## src/rtl/control_fsm_pkg.sv

```systemverilog
// Shared types and constants for the multi-cycle RV32I control FSM.
package control_fsm_pkg;

  typedef enum logic [2:0] {StFetch, StDecode, StExec, StMem, StWb} state_e;

  typedef enum logic [2:0] {
    ClsAlu, ClsLoad, ClsStore, ClsBranch, ClsJump, ClsIllegal
  } inst_cls_e;

  typedef enum logic [3:0] {
    AluAdd   = 4'b0000,
    AluSub   = 4'b0001,
    AluSll   = 4'b0010,
    AluSlt   = 4'b0011,
    AluSltu  = 4'b0100,
    AluXor   = 4'b0101,
    AluSrl   = 4'b0110,
    AluSra   = 4'b0111,
    AluOr    = 4'b1000,
    AluAnd   = 4'b1001,
    AluPassB = 4'b1010
  } alu_op_e;

  localparam logic [2:0] ImmNone = 3'b000;
  localparam logic [2:0] ImmI    = 3'b001;
  localparam logic [2:0] ImmS    = 3'b010;
  localparam logic [2:0] ImmB    = 3'b011;
  localparam logic [2:0] ImmU    = 3'b100;
  localparam logic [2:0] ImmJ    = 3'b101;

  localparam logic [1:0] WbMem = 2'b00;
  localparam logic [1:0] WbAlu = 2'b01;
  localparam logic [1:0] WbPc  = 2'b10;

  localparam logic [6:0] OpcLoad   = 7'b0000011;
  localparam logic [6:0] OpcOpImm  = 7'b0010011;
  localparam logic [6:0] OpcAuipc  = 7'b0010111;
  localparam logic [6:0] OpcStore  = 7'b0100011;
  localparam logic [6:0] OpcOp     = 7'b0110011;
  localparam logic [6:0] OpcLui    = 7'b0110111;
  localparam logic [6:0] OpcBranch = 7'b1100011;
  localparam logic [6:0] OpcJalr   = 7'b1100111;
  localparam logic [6:0] OpcJal    = 7'b1101111;

  localparam logic [31:0] NopInst = 32'h0000_0013;

  // alt selects SUB (funct3 000) or SRA (funct3 101)
  function automatic alu_op_e alu_op(input logic [2:0] funct3, input logic alt);
    alu_op_e op;
    unique case (funct3)
      3'b000:  op = alt ? AluSub : AluAdd;
      3'b001:  op = AluSll;
      3'b010:  op = AluSlt;
      3'b011:  op = AluSltu;
      3'b100:  op = AluXor;
      3'b101:  op = alt ? AluSra : AluSrl;
      3'b110:  op = AluOr;
      default: op = AluAnd;
    endcase
    return op;
  endfunction

endpackage

```

## src/rtl/inst_decoder.sv

```systemverilog
// Combinational decode of the instruction register into static datapath selects.
module inst_decoder
  import control_fsm_pkg::*;
(
  input  logic [31:0] ir,
  output logic [2:0]  imm_sel,
  output logic        a_sel,
  output logic        b_sel,
  output logic [3:0]  alu_sel,
  output logic        br_un,
  output inst_cls_e   cls,
  output logic        legal
);

  logic [6:0] opcode;
  logic [6:0] funct7;
  logic [2:0] funct3;
  logic       unused_ir;

  assign opcode    = ir[6:0];
  assign funct3    = ir[14:12];
  assign funct7    = ir[31:25];
  assign unused_ir = ^{ir[24:15], ir[11:7]};

  always_comb begin
    imm_sel = ImmNone;
    a_sel   = 1'b0;
    b_sel   = 1'b1;
    alu_sel = AluAdd;
    br_un   = 1'b0;
    cls     = ClsIllegal;
    legal   = 1'b1;
    case (opcode)
      OpcOp: begin
        cls     = ClsAlu;
        b_sel   = 1'b0;
        alu_sel = alu_op(funct3, ir[30]);
        legal   = (funct7 == 7'b0000000) ||
                  (funct7 == 7'b0100000 && (funct3 == 3'b000 || funct3 == 3'b101));
      end
      OpcOpImm: begin
        cls     = ClsAlu;
        imm_sel = ImmI;
        // Only shifts carry funct7; imm[10] distinguishes SRAI from SRLI
        if (funct3 == 3'b101) begin
          alu_sel = alu_op(funct3, ir[30]);
          legal   = (funct7 == 7'b0000000) || (funct7 == 7'b0100000);
        end else begin
          alu_sel = alu_op(funct3, 1'b0);
          legal   = (funct3 != 3'b001) || (funct7 == 7'b0000000);
        end
      end
      OpcLoad: begin
        cls     = ClsLoad;
        imm_sel = ImmI;
        legal   = (funct3 == 3'b010);
      end
      OpcStore: begin
        cls     = ClsStore;
        imm_sel = ImmS;
        legal   = (funct3 == 3'b010);
      end
      OpcBranch: begin
        cls     = ClsBranch;
        imm_sel = ImmB;
        a_sel   = 1'b1;
        br_un   = funct3[2] & funct3[1];
        legal   = (funct3[2:1] != 2'b01);
      end
      OpcJal: begin
        cls     = ClsJump;
        imm_sel = ImmJ;
        a_sel   = 1'b1;
      end
      OpcJalr: begin
        cls     = ClsJump;
        imm_sel = ImmI;
        legal   = (funct3 == 3'b000);
      end
      OpcLui: begin
        cls     = ClsAlu;
        imm_sel = ImmU;
        alu_sel = AluPassB;
      end
      OpcAuipc: begin
        cls     = ClsAlu;
        imm_sel = ImmU;
        a_sel   = 1'b1;
      end
      default: begin
        b_sel = 1'b0;
        legal = 1'b0;
      end
    endcase
  end

endmodule

```

## src/rtl/control_fsm.sv

```systemverilog
// Multi-cycle RV32I control unit: FETCH/DECODE/EXEC/MEM/WB sequencing and control strobes.
module control_fsm
  import control_fsm_pkg::*;
(
  input  logic        clk,
  input  logic        rst_n,
  input  logic [31:0] inst,
  input  logic        imem_ready,
  input  logic        dmem_ready,
  input  logic        BrEq,
  input  logic        BrLT,
  output logic        PCSel,
  output logic        PCWrite,
  output logic [2:0]  ImmSel,
  output logic        RegWEn,
  output logic        BrUn,
  output logic        ASel,
  output logic        BSel,
  output logic [3:0]  ALUSel,
  output logic        MemEn,
  output logic        MemRW,
  output logic [1:0]  WBSel,
  output logic        illegal
);

  state_e      state_q;
  logic [31:0] ir_q;

  logic [2:0]  dec_imm_sel;
  logic        dec_a_sel;
  logic        dec_b_sel;
  logic [3:0]  dec_alu_sel;
  logic        dec_br_un;
  inst_cls_e   dec_cls;
  logic        dec_legal;
  logic        static_en;
  logic        br_taken;

  inst_decoder u_inst_decoder (
    .ir      (ir_q),
    .imm_sel (dec_imm_sel),
    .a_sel   (dec_a_sel),
    .b_sel   (dec_b_sel),
    .alu_sel (dec_alu_sel),
    .br_un   (dec_br_un),
    .cls     (dec_cls),
    .legal   (dec_legal)
  );

  always_ff @(posedge clk or negedge rst_n) begin
    if (!rst_n) begin
      state_q <= StFetch;
      ir_q    <= NopInst;
    end else begin
      unique case (state_q)
        StFetch: begin
          if (imem_ready) begin
            ir_q    <= inst;
            state_q <= StDecode;
          end
        end
        StDecode: state_q <= dec_legal ? StExec : StFetch;
        StExec: begin
          unique case (dec_cls)
            ClsLoad, ClsStore: state_q <= StMem;
            ClsBranch:         state_q <= StFetch;
            default:           state_q <= StWb;
          endcase
        end
        StMem: begin
          if (dmem_ready) state_q <= (dec_cls == ClsStore) ? StFetch : StWb;
        end
        default: state_q <= StFetch;
      endcase
    end
  end

  always_comb begin
    case (ir_q[14:12])
      3'b000:         br_taken = BrEq;
      3'b001:         br_taken = !BrEq;
      3'b100, 3'b110: br_taken = BrLT;
      3'b101, 3'b111: br_taken = !BrLT;
      default:        br_taken = 1'b0;
    endcase
  end

  // Selects are blanked in FETCH (and so during reset) and for illegal words
  assign static_en = (state_q != StFetch) && dec_legal;
  assign ImmSel    = static_en ? dec_imm_sel : ImmNone;
  assign ASel      = static_en & dec_a_sel;
  assign BSel      = static_en & dec_b_sel;
  assign ALUSel    = static_en ? dec_alu_sel : 4'b0000;
  assign BrUn      = static_en & dec_br_un;

  always_comb begin
    PCSel   = 1'b0;
    PCWrite = 1'b0;
    RegWEn  = 1'b0;
    MemEn   = 1'b0;
    MemRW   = 1'b0;
    WBSel   = WbMem;
    illegal = 1'b0;
    case (state_q)
      StDecode: begin
        if (!dec_legal) begin
          illegal = 1'b1;
          PCWrite = 1'b1;
        end
      end
      StExec: begin
        if (dec_cls == ClsBranch) begin
          PCWrite = 1'b1;
          PCSel   = br_taken;
        end
      end
      StMem: begin
        MemEn   = 1'b1;
        MemRW   = (dec_cls == ClsStore);
        PCWrite = dmem_ready && (dec_cls == ClsStore);
      end
      StWb: begin
        RegWEn  = 1'b1;
        PCWrite = 1'b1;
        PCSel   = (dec_cls == ClsJump);
        if (dec_cls == ClsLoad)      WBSel = WbMem;
        else if (dec_cls == ClsJump) WBSel = WbPc;
        else                         WBSel = WbAlu;
      end
      default: ;
    endcase
  end

endmodule

```

## config.mk

```make
export PLATFORM = sky130hd
export DESIGN_NAME = control_fsm
export DESIGN_NICKNAME = d
export VERILOG_FILES = /design/src/rtl/control_fsm_pkg.sv /design/src/rtl/inst_decoder.sv /design/src/rtl/control_fsm.sv
export SDC_FILE = /design/constraint.sdc
export NUM_CORES = 1
export LEC_CHECK = 0
export BUFFER_PORTS_ARGS = -buffer_cell sky130_fd_sc_hd__buf_2
export CORE_MARGIN = 2
export CORE_UTILIZATION = 37
export DETAILED_ROUTE_END_ITERATION = 10
export GPL_ROUTABILITY_DRIVEN = 0
export HOLD_SLACK_MARGIN = 0.03
export MAX_ROUTING_LAYER = met4
export PLACE_DENSITY = 0.74
export SLEW_MARGIN = 25
export SYNTH_ARGS = -nofsm -noshare
export SYNTH_HDL_FRONTEND = slang
export SYNTH_SLANG_ARGS = --single-unit
```

## constraint.sdc

```tcl
create_clock -name clk -period 3.1 [get_ports clk]
set_input_delay 0.62 -clock clk [delete_from_list [all_inputs] [get_ports clk]]
set_output_delay 0.62 -clock clk [all_outputs]
set_load 0.02 [all_outputs]
```

==> metrics.cfg <==
[global_routing]
grt_pass1_wl_um = 5380
antenna_found_initial = 0
globalRouteOverflowTotal = 0
grt_start_max_net_pins = 22
grt_usage = 0.165
first_global_vias = 1133

[die]
initial_core_util = 0.383
die_h_um = 65.4
die_w_um = 65.4
io_pins = 56
coreArea_mm2 = 0.00363
rows = 22
die_area_mm2 = 0.00427

[critical_path]
cp-end-kind = primary output
cp-start-kind = flop
slowest_stage = dfstp_2
cp_slowest_stage_delay_ns = 0.60
cp_cell_sequence = and4b_1 -> o21ai_0 -> o211ai_2 -> o21bai_2 -> nor3_1 -> buf_2
worstPathRequired_ns = 2.48
path_max_fanout = 8
criticalPathCategory = reg -> out
arrival_ns = 2.33

[min_path]
hold_path_class = in -> async

[layout]
fillCellCount = 392
regArea_um2 = 504
multi_input_area_um2 = 802
drive_gt1_frac = 0.387
area_delta_synth_final_pct = 19.2
final_nets = 225
stdcell_area_mm2 = 0.00166
utilization = 0.457
diodes = 0

[status]
status = completed

[logic_synthesis]
synth_compound_area_frac = 0.185
synth_top_family_by_area = simple AND/OR/NAND/NOR gates
synth_warnings = 0
syn_nets = 189
ys_seq_area_frac = 0.362
synth_ff_type = dfrtp_1
synthTopCellsByArea = dfrtp_1 31%, mux2_2 11%, dfstp_2 5.7%, nand2_1 4.9%, nor2_1 4.0%
synth-simple-area-share = 0.252
synth-xor-area-share = 0.0189
ys_types = 44
synth.top_cell.area_share = 0.305
async_reset_ff_frac = 1.00
synthMuxAreaShare = 0.113
synth_edf_count = 0
avgSynthCellArea_um2 = 9.22
synthCells = 151
synth.cell_area_mm2 = 0.00139
synthAdderAreaFrac = 0.00719
ys_ff_latch = 20
yosys.area.top_type = dfrtp_1

[sta]
setup_viol = 0
report.final.slew_viol_count = 0
slew_headroom = 0.474
fin_crit_sh = 0.952
hold_violations = 0
period_minus_slack_ns = 2.95
rsz0062_at_grt = no
skew_ns = 0.00164
fin_tns_setup_ns = 0
hold_ws_ns = 0.292
worstMarginPinSlew_ns = 0.788
timing.fmax_mhz = 339

[drt]
drtAntennaViolNets = 0
routed_wl_um = 3150
drt_iter0_markers = 103
via_per_inst = 5.19
firstDrtPassIters = 4
vias = 1214
wire_per_inst_um = 13.5
drc_errors = 0

[power_and_ir_drop]
fin_total_pwr_uw = 942
powerDensity_mw_per_mm2 = 567
total_leakage_power_nw = 0.746
peakVddDrop_mv = 0.206

[cts]
ctsResizeCount = 0
post-cts-setup-buffer-count = 0
cts-root-buf = clkbuf_8
cts_max_path_buffers = 2
cts_sinks = 20
holdBufCountCts = 0
cts.clk_slew.worst_paths_ns = 0.08
cts_tree = yes
clk_latency_ns = 0.26
cts_made_buffers = 3
htree_num_levels = 1

[place]
port_buffers = 40
hpwl_um = 2350
place_area_mm2 = 0.00159

[run]
cap_violations = 0

synthesized netlist by cell type, drive strengths merged, types with 2 or more instances:
master and number:
a21oi 9, nor2 15, nand2b 4, dfstp 3
buf 8, nand3 3, o21bai 2, o21ai 10
xor2 2, or3 2, nor2b 2, nor3b 2
and2 3, mux2 14, a2111oi 2, and3b 3
dfrtp 17, nor3 6, nand2 19, inv 6
critical path: cells and delay by family (launching register included):
family | cells | cell delay (ns)
AOI/OAI and AO/OA | 3 | 0.96
buffers and inverters | 1 | 0.19
DFF | 1 | 0.60
and+or+nand+nor | 2 | 0.32
sequential cells by signal, summed over array words and instances (netlist names):
signal	cells
ir_q	17
state_q	3
path summary, 6_finish.rpt:
check / slack (ns) / end / start / cells past startpoint
max reg2reg: 1.04 / ir_q[28]$_DFFE_PN0P_ / state_q[2]$_DFFE_PN0P_ / 3
min in group clk: 0.51 / ir_q[31]$_DFFE_PN0P_ / ir_q[31]$_DFFE_PN0P_ / 1
min: 0.29 / state_q[0]$_DFFE_PN0P_ / rst_n / 1
min reg2reg: 0.51 / ir_q[31]$_DFFE_PN0P_ / ir_q[31]$_DFFE_PN0P_ / 1
max in group asynchronous: 2.47 / ir_q[4]$_DFFE_PN1P_ / rst_n / 1
max: 0.15 / ALUSel[2] / ir_q[4]$_DFFE_PN1P_ / 6
routing by layer:
metal | share of wire | track usage
met3 | 0.056 | 0.0240
met2 | 0.45 | 0.251
met1 | 0.48 | 0.228
met4 | 0.011 | 0.0521
met5 | 0 | -
layout make-up:
class                      count  area share
multi-input combinational    116       0.483
sequential                    20       0.304
timing repair buffer          40       0.121
tap                           48      0.0362
clock buffer                   3      0.0249
clock inverter                 1      0.0181
inverter                       6      0.0136
where the power goes:
part	leakage, nW	switching, mW	internal [mW]	total, mW
Sequential	0.237	0.0927	0.323	0.416
Combinational	0.474	0.133	0.129	0.262
Clock	0.0357	0.0915	0.173	0.264
metrics by stage:
| step | setup slack (ns) | std cells |
|---|---|---|
| after CTS | 0.173 | 234 |
| after detailed placement | 0.473 | 230 |
| after global placement | 0.473 | 230 |
| after floorplan | 0.646 | 151 |
| after global routing | 0.0126 | 234 |
| final | 0.150 | 234 |
cell usage in the layout (no fill, tap or decap), types with 4 or more instances in the layout:
cell | Yosys | layout
nand2b_1 | 4 | 4
inv_1 | 6 | 6
a21oi_1 | 9 | 9
buf_2 | 5 | 40
nor2_1 | 15 | 15
dfrtp_1 | 17 | 17
o21ai_0 | 10 | 10
mux2_2 | 14 | 14
nor3_1 | 6 | 6
nand2_1 | 18 | 18
logic make-up after synthesis:
family	after synthesis
multiplexers	14
flip-flops	20
adder cells (fa/ha/maj)	1
XOR/XNOR	3
AO/OA/AOI/OAI	32
AND/OR/NAND/NOR	66
buffers and inverters	15
No activity file was read; power rests on OpenSTA's default activity.
